`src/rtl/minesweeper_pkg.sv`:
```
// Shared minesweeper definitions: board geometry defaults, display codes,
// reporter state encoding and the trailer status decode.
package minesweeper_pkg;

    localparam int GRID_DIM = 5;
    localparam int N_CELLS  = GRID_DIM * GRID_DIM;

    localparam logic [3:0] CODE_HIDDEN = 4'hA;
    localparam logic [3:0] CODE_MINE   = 4'hB;
    localparam logic [3:0] CODE_WIN    = 4'hC;
    localparam logic [3:0] CODE_LOSE   = 4'hD;
    localparam logic [3:0] CODE_PLAY   = 4'hE;
    localparam logic [3:0] CODE_FLAG   = 4'hF;
    localparam logic [4:0] TRAILER_IDX = 5'd31;

    typedef enum logic [1:0] {
        ST_IDLE    = 2'd0,
        ST_SEND    = 2'd1,
        ST_TRAILER = 2'd2,
        ST_DONE    = 2'd3
    } report_state_t;

    // A lost game outranks a won one when both flags are present
    function automatic logic [3:0] trailer_code(input logic gameover, input logic win);
        if (gameover) begin
            return CODE_LOSE;
        end
        if (win) begin
            return CODE_WIN;
        end
        return CODE_PLAY;
    endfunction

endpackage

```
`src/rtl/neighbor_counter.sv`:
```
// Combinational count of mines adjacent to one cell of the board.
// Edges are clipped (no wrap-around) and the cell itself is never counted.
module neighbor_counter #(
    parameter int GRID_DIM = minesweeper_pkg::GRID_DIM
) (
    input  logic [GRID_DIM*GRID_DIM-1:0] mines,
    input  logic [4:0]                   cell_idx,
    output logic [3:0]                   count
);

    logic [2:0] row;
    logic [2:0] col;

    // Split the linear row-major index into row and column
    always_comb begin
        row = '0;
        col = '0;
        for (int unsigned r = 0; r < GRID_DIM; r++) begin
            for (int unsigned c = 0; c < GRID_DIM; c++) begin
                if (32'(cell_idx) == r * GRID_DIM + c) begin
                    row = 3'(r);
                    col = 3'(c);
                end
            end
        end
    end

    // Scan every cell and count mines lying within one step of (row, col)
    always_comb begin
        count = '0;
        for (int unsigned r = 0; r < GRID_DIM; r++) begin
            for (int unsigned c = 0; c < GRID_DIM; c++) begin
                if (mines[r * GRID_DIM + c]
                    && !(3'(r) == row && 3'(c) == col)
                    && (3'(r) + 3'd1 >= row) && (3'(r) <= row + 3'd1)
                    && (3'(c) + 3'd1 >= col) && (3'(c) <= col + 3'd1)) begin
                    count = count + 4'd1;
                end
            end
        end
    end

endmodule

```
`src/rtl/board_reporter.sv`:
```
// Streams a snapshot of the minesweeper board as one code per cell followed
// by a status trailer, over a valid/ready handshake.
// Optional: define SCORE_TRAILER_EN to present the snapshot score on the
// trailer beat; otherwise out_score is tied to zero.
module board_reporter #(
    parameter int GRID_DIM = minesweeper_pkg::GRID_DIM,
    parameter int CODE_W   = 4
) (
    input  logic                         in_clka,
    input  logic                         in_restart,
    input  logic                         in_report,
    input  logic [GRID_DIM*GRID_DIM-1:0] in_mines,
    input  logic [GRID_DIM*GRID_DIM-1:0] in_cleared,
    input  logic                         in_gameover,
    input  logic                         in_win,
    input  logic [31:0]                  in_global_score,
    input  logic                         in_ready,
    output logic                         out_valid,
    output logic [4:0]                   out_cell_idx,
    output logic [CODE_W-1:0]            out_cell_code,
    output logic                         out_last,
    output logic                         out_busy,
    output logic                         out_frame_done,
    output logic [31:0]                  out_score
);

    import minesweeper_pkg::*;

    localparam int         NCELLS   = GRID_DIM * GRID_DIM;
    localparam logic [4:0] LAST_IDX = 5'(NCELLS - 1);

    report_state_t     state;
    report_state_t     state_next;
    logic [4:0]        cell_cnt;
    logic [NCELLS-1:0] snap_mines;
    logic [NCELLS-1:0] snap_cleared;
    logic              snap_gameover;
    logic              snap_win;
    logic [3:0]        nbr_count;
    logic [3:0]        cell_code;

    neighbor_counter #(
        .GRID_DIM (GRID_DIM)
    ) u_neighbor_counter (
        .mines    (snap_mines),
        .cell_idx (cell_cnt),
        .count    (nbr_count)
    );

    // State register; restart abandons any frame in flight
    always_ff @(posedge in_clka) begin
        if (in_restart) begin
            state <= ST_IDLE;
        end else begin
            state <= state_next;
        end
    end

    // Board snapshot capture and cell counter advance on accepted beats
    always_ff @(posedge in_clka) begin
        if (in_restart) begin
            cell_cnt      <= '0;
            snap_mines    <= '0;
            snap_cleared  <= '0;
            snap_gameover <= 1'b0;
            snap_win      <= 1'b0;
        end else begin
            case (state)
                ST_IDLE: begin
                    if (in_report) begin
                        cell_cnt      <= '0;
                        snap_mines    <= in_mines;
                        snap_cleared  <= in_cleared;
                        snap_gameover <= in_gameover;
                        snap_win      <= in_win;
                    end
                end
                ST_SEND: begin
                    if (in_ready && cell_cnt != LAST_IDX) begin
                        cell_cnt <= cell_cnt + 5'd1;
                    end
                end
                default: begin
                end
            endcase
        end
    end

    // Per-cell code from the snapshot, highest priority first
    always_comb begin
        cell_code = CODE_HIDDEN;
        if (snap_mines[cell_cnt] && snap_gameover) begin
            cell_code = CODE_MINE;
        end else if (snap_mines[cell_cnt] && snap_win) begin
            cell_code = CODE_FLAG;
        end else if (snap_cleared[cell_cnt] && !snap_mines[cell_cnt]) begin
            cell_code = nbr_count;
        end
    end

    // Next state and beat outputs; outputs depend on state only, never in_ready
    always_comb begin
        state_next     = state;
        out_valid      = 1'b0;
        out_last       = 1'b0;
        out_busy       = 1'b0;
        out_frame_done = 1'b0;
        out_cell_idx   = '0;
        out_cell_code  = '0;
        case (state)
            ST_IDLE: begin
                if (in_report) begin
                    state_next = ST_SEND;
                end
            end
            ST_SEND: begin
                out_valid     = 1'b1;
                out_busy      = 1'b1;
                out_cell_idx  = cell_cnt;
                out_cell_code = CODE_W'(cell_code);
                if (in_ready && cell_cnt == LAST_IDX) begin
                    state_next = ST_TRAILER;
                end
            end
            ST_TRAILER: begin
                out_valid     = 1'b1;
                out_last      = 1'b1;
                out_busy      = 1'b1;
                out_cell_idx  = TRAILER_IDX;
                out_cell_code = CODE_W'(trailer_code(snap_gameover, snap_win));
                if (in_ready) begin
                    state_next = ST_DONE;
                end
            end
            ST_DONE: begin
                out_busy       = 1'b1;
                out_frame_done = 1'b1;
                state_next     = ST_IDLE;
            end
            default: begin
                state_next = ST_IDLE;
            end
        endcase
    end

`ifdef SCORE_TRAILER_EN
    logic [31:0] snap_score;

    // Score captured alongside the board snapshot
    always_ff @(posedge in_clka) begin
        if (in_restart) begin
            snap_score <= '0;
        end else if (state == ST_IDLE && in_report) begin
            snap_score <= in_global_score;
        end
    end

    assign out_score = (state == ST_TRAILER) ? snap_score : '0;
`else
    logic unused_score;

    assign unused_score = ^in_global_score;
    assign out_score    = '0;
`endif

endmodule
```
`config.mk`:
```
export PLATFORM = sky130hd
export DESIGN_NAME = board_reporter
export DESIGN_NICKNAME = d
export VERILOG_FILES = /design/src/rtl/minesweeper_pkg.sv /design/src/rtl/neighbor_counter.sv /design/src/rtl/board_reporter.sv
export SDC_FILE = /design/constraint.sdc
export NUM_CORES = 1
export LEC_CHECK = 0
export ABC_AREA = 1
export CAP_MARGIN = 5
export CORE_MARGIN = 2
export CORE_UTILIZATION = 43
export DETAILED_ROUTE_END_ITERATION = 8
export GPL_ROUTABILITY_DRIVEN = 0
export HOLD_SLACK_MARGIN = 0.15
export PLACE_DENSITY = 0.68
export SLEW_MARGIN = 20
export SYNTH_ARGS = -nofsm -noshare
export SYNTH_HDL_FRONTEND = slang
export SYNTH_SLANG_ARGS = --single-unit
```
`constraint.sdc`:
```
create_clock -name in_clka -period 34.5 [get_ports in_clka]
set_input_delay 5.175 -clock in_clka [delete_from_list [all_inputs] [get_ports in_clka]]
set_output_delay 5.175 -clock in_clka [all_outputs]
set_load 0.01 [all_outputs]
```
==> metrics.md <==
| Metric | Value |
|---|---|
| Rel. slew slack | `0.441` |
| DRC errors left | `0` |
| Clock Skew | `6.84 ps` |
| Syn Inst Count | `1223` |
| DP HPWL | `14400 µm` |
| DIE WIDTH | `133 µm` |
| Worst r2r src | `cell_cnt[1]` |
| Drt pass-1 iters | `5` |
| GR Overflow Total | `0` |
| Final core occ | `0.500` |
| Core footprint | `0.0164 mm²` |
| Avg Vias per Cell | `4.96` |
| TritonCTS clock tree | `yes` |
| Crit Path Class | `register to output pin` |
| Max Clock Freq | `47.6 MHz` |
| Post-route insts no fill | `1507` |
| CTS Buf Count | `9` |
| RSZ-0062 raised after global routing | `false` |
| DIE HEIGHT | `133 µm` |
| First-pass GRT wire length | `30900 µm` |
| Critical path arrival | `15840 ps` |
| Rows | `47` |
| Io pins | `133` |
| Slowest CP cell | `dfxtp_1` |
| Largest net degree at the start of global routing | `66` |
| Vias | `7468` |
| Wire length per cell | `12.1 µm` |
| Syn Area/Cell | `5.83 µm²` |
| Post-synth EDFFs | `0` |
| Sequential cell area fraction in the yosys report | `0.166` |
| Final Hold Fails | `0` |
| Main flop type after synthesis | `dfxtp_1` |
| Worst Path Max Fanout | `16` |
| DP Cell Count | `1491` |
| Met2 WL | `8530 µm` |
| CTS resizes | `0` |
| Hold Path Class | `register to register` |
| FF-to-FF path depth | `10` |
| Starting Density | `0.435` |
| Max Cap Viol | `0` |
| Async S/R FF share, synth | `0` |
| Most frequent cells in the layout | `289 x nand2_1, 174 x nor2_1, 148 x inv_1` |
| Highest routed layer | `met4` |
| Nature of the critical path endpoint | `output pin` |
| Commonest non-fill, non-tap cell in the layout | `nand2_1` |
| Post-CTS setup buffer count | `0` |
| Crit-path max cell delay | `770 ps` |
| N_diodes | `0` |
| Crit path to | `out_cell_code[2]` |
| Final Cycle Share | `0.609` |
| Met3 WL post-DR | `826 µm` |
| Total negative slack | `0 ps` |
| Clock latency on the worst-skew pair | `330 ps` |
| CTS root buffer | `clkbuf_16` |
| Clk pin slew, worst setup/hold paths | `60 ps` |
| Critical Path Source Type | `register` |
| Share of cells above drive strength 1 | `0.117` |
| Seq cells post-synth | `59` |
| Hold_buf cts | `0` |
| FF-to-FF End | `cell_cnt[4]` |
| CTS max path bufs | `2` |
| Post-route ant nets | `0` |
| Clock tree sinks | `59` |
| Layout net count | `1418` |
| Met1 WL | `8320 µm` |
| Vias in the first global route | `6917` |
| H-tree depth | `3` |
| Initial DRC Count | `414` |
| Crit-path most repeated cell | `ha_1` |
| Actual slew at the worst max-slew pin | `834 ps` |
| Yosys cell types | `49` |
| Initial antenna violation count | `0` |
| Final Slew Violations | `0` |
| Worst EP required | `29320 ps` |
| Drt total wl | `18300 µm` |
| Final setup fails | `0` |
| Area growth from synthesis to layout | `15.0%` |
| Port Buffer Count | `68` |
| Yosys warnings | `0` |
| GRT Total Usage | `0.210` |
| Tmin final | `21020 ps` |
| R2R Setup Slk | `31700 ps` |
| Total die area | `0.0176 mm²` |
| Status | `finished, final reports clean` |
| Synthesized area | `0.00713 mm²` |
| Critical path launch point | `cell_cnt[1]` |
-- cell type report --
class / count / area, µm²
tap: 220 / 275
timing repair buffer: 74 / 726
clock inverter: 7 / 78.8
fill: 1703 / 8210
inverter: 167 / 629
clock buffer: 9 / 225
sequential: 59 / 1180
multi-input combinational: 971 / 5090
-- stage by stage --
step | setup WS (ps) | hold slack (ps) | area (µm²)
after CTS | 13490 | 482 | 8200
after floorplan | 16220 | 436 | 7250
after global routing | 12040 | 501 | 8200
final | 13480 | 480 | 8200
after global placement | 14040 | 457 | 7900
after detailed placement | 13890 | 462 | 7900
-- worst max-delay path, delay by kind of cell, from the launching register on --
family,cells,cell delay [ps]
adders and majority gates,15,4100
DFF,1,770
and+or+nand+nor,43,5800
AOI/OAI and AO/OA,12,2130
buffers and inverters,10,1690
xor gates and xnor gates,7,1010
-- how the worst min path moves through the flow --
stage	start	to	cells after the start
after floorplan	snap_mines[12]	snap_mines[12]	2
after global placement	snap_mines[24]	snap_mines[24]	2
after detailed placement	snap_mines[24]	snap_mines[24]	2
after CTS	snap_mines[12]	snap_mines[12]	2
after global routing	snap_mines[11]	snap_mines[11]	2
final	snap_cleared[6]	snap_cleared[6]	2
-- cells by family after synthesis --
logic type | share of synthesized area
buffers and inverters | 0.138
adder cells (fa/ha/maj) | 0.0842
flip-flops | 0.166
AND/OR/NAND/NOR | 0.452
XOR/XNOR | 0.0158
other | 0.000526
AO/OA/AOI/OAI | 0.144
-- flip-flops by register name, indices dropped and copies added, names as in the netlist --
register	count
cell_cnt	5
snap_cleared	25
snap_gameover	1
snap_mines	25
snap_win	1
state	2
-- layer usage --
layer,vias to the layer above,GRT usage
met1,3232,0.258
met4,0,0.0902
met5,-,0
met3,55,0.0310
li1,3979,-
met2,202,0.366
-- cells in the mapped netlist, drive strengths merged (2+ instances only) --
| master | n | area (µm²) |
|---|---|---|
| nand3b | 11 | 82.6 |
| nor2 | 184 | 716 |
| clkinv | 3 | 11.3 |
| a211oi | 3 | 22.5 |
| a221oi | 4 | 35.0 |
| dfxtp | 59 | 1180 |
| inv | 164 | 618 |
| a21oi | 41 | 213 |
| o22ai | 5 | 31.3 |
| o221ai | 2 | 17.5 |
| nand4 | 4 | 25.0 |
| nor3 | 17 | 116 |
| xor2 | 3 | 33.8 |
| nand3 | 115 | 686 |
| nand2 | 345 | 1460 |
| or2 | 19 | 119 |
| a31oi | 3 | 18.8 |
| a2111oi | 6 | 52.6 |
| o21ai | 107 | 558 |
| o211ai | 3 | 22.5 |
| clkbuf | 23 | 96.3 |
| nor4 | 2 | 12.5 |
| buf | 34 | 256 |
| xnor2 | 9 | 78.8 |
| o2111ai | 4 | 35.0 |
| ha | 48 | 601 |
Power is left out: the tool's default activity adds up to more than one toggle a clock period on the data nets, which glitch-free logic cannot reach.
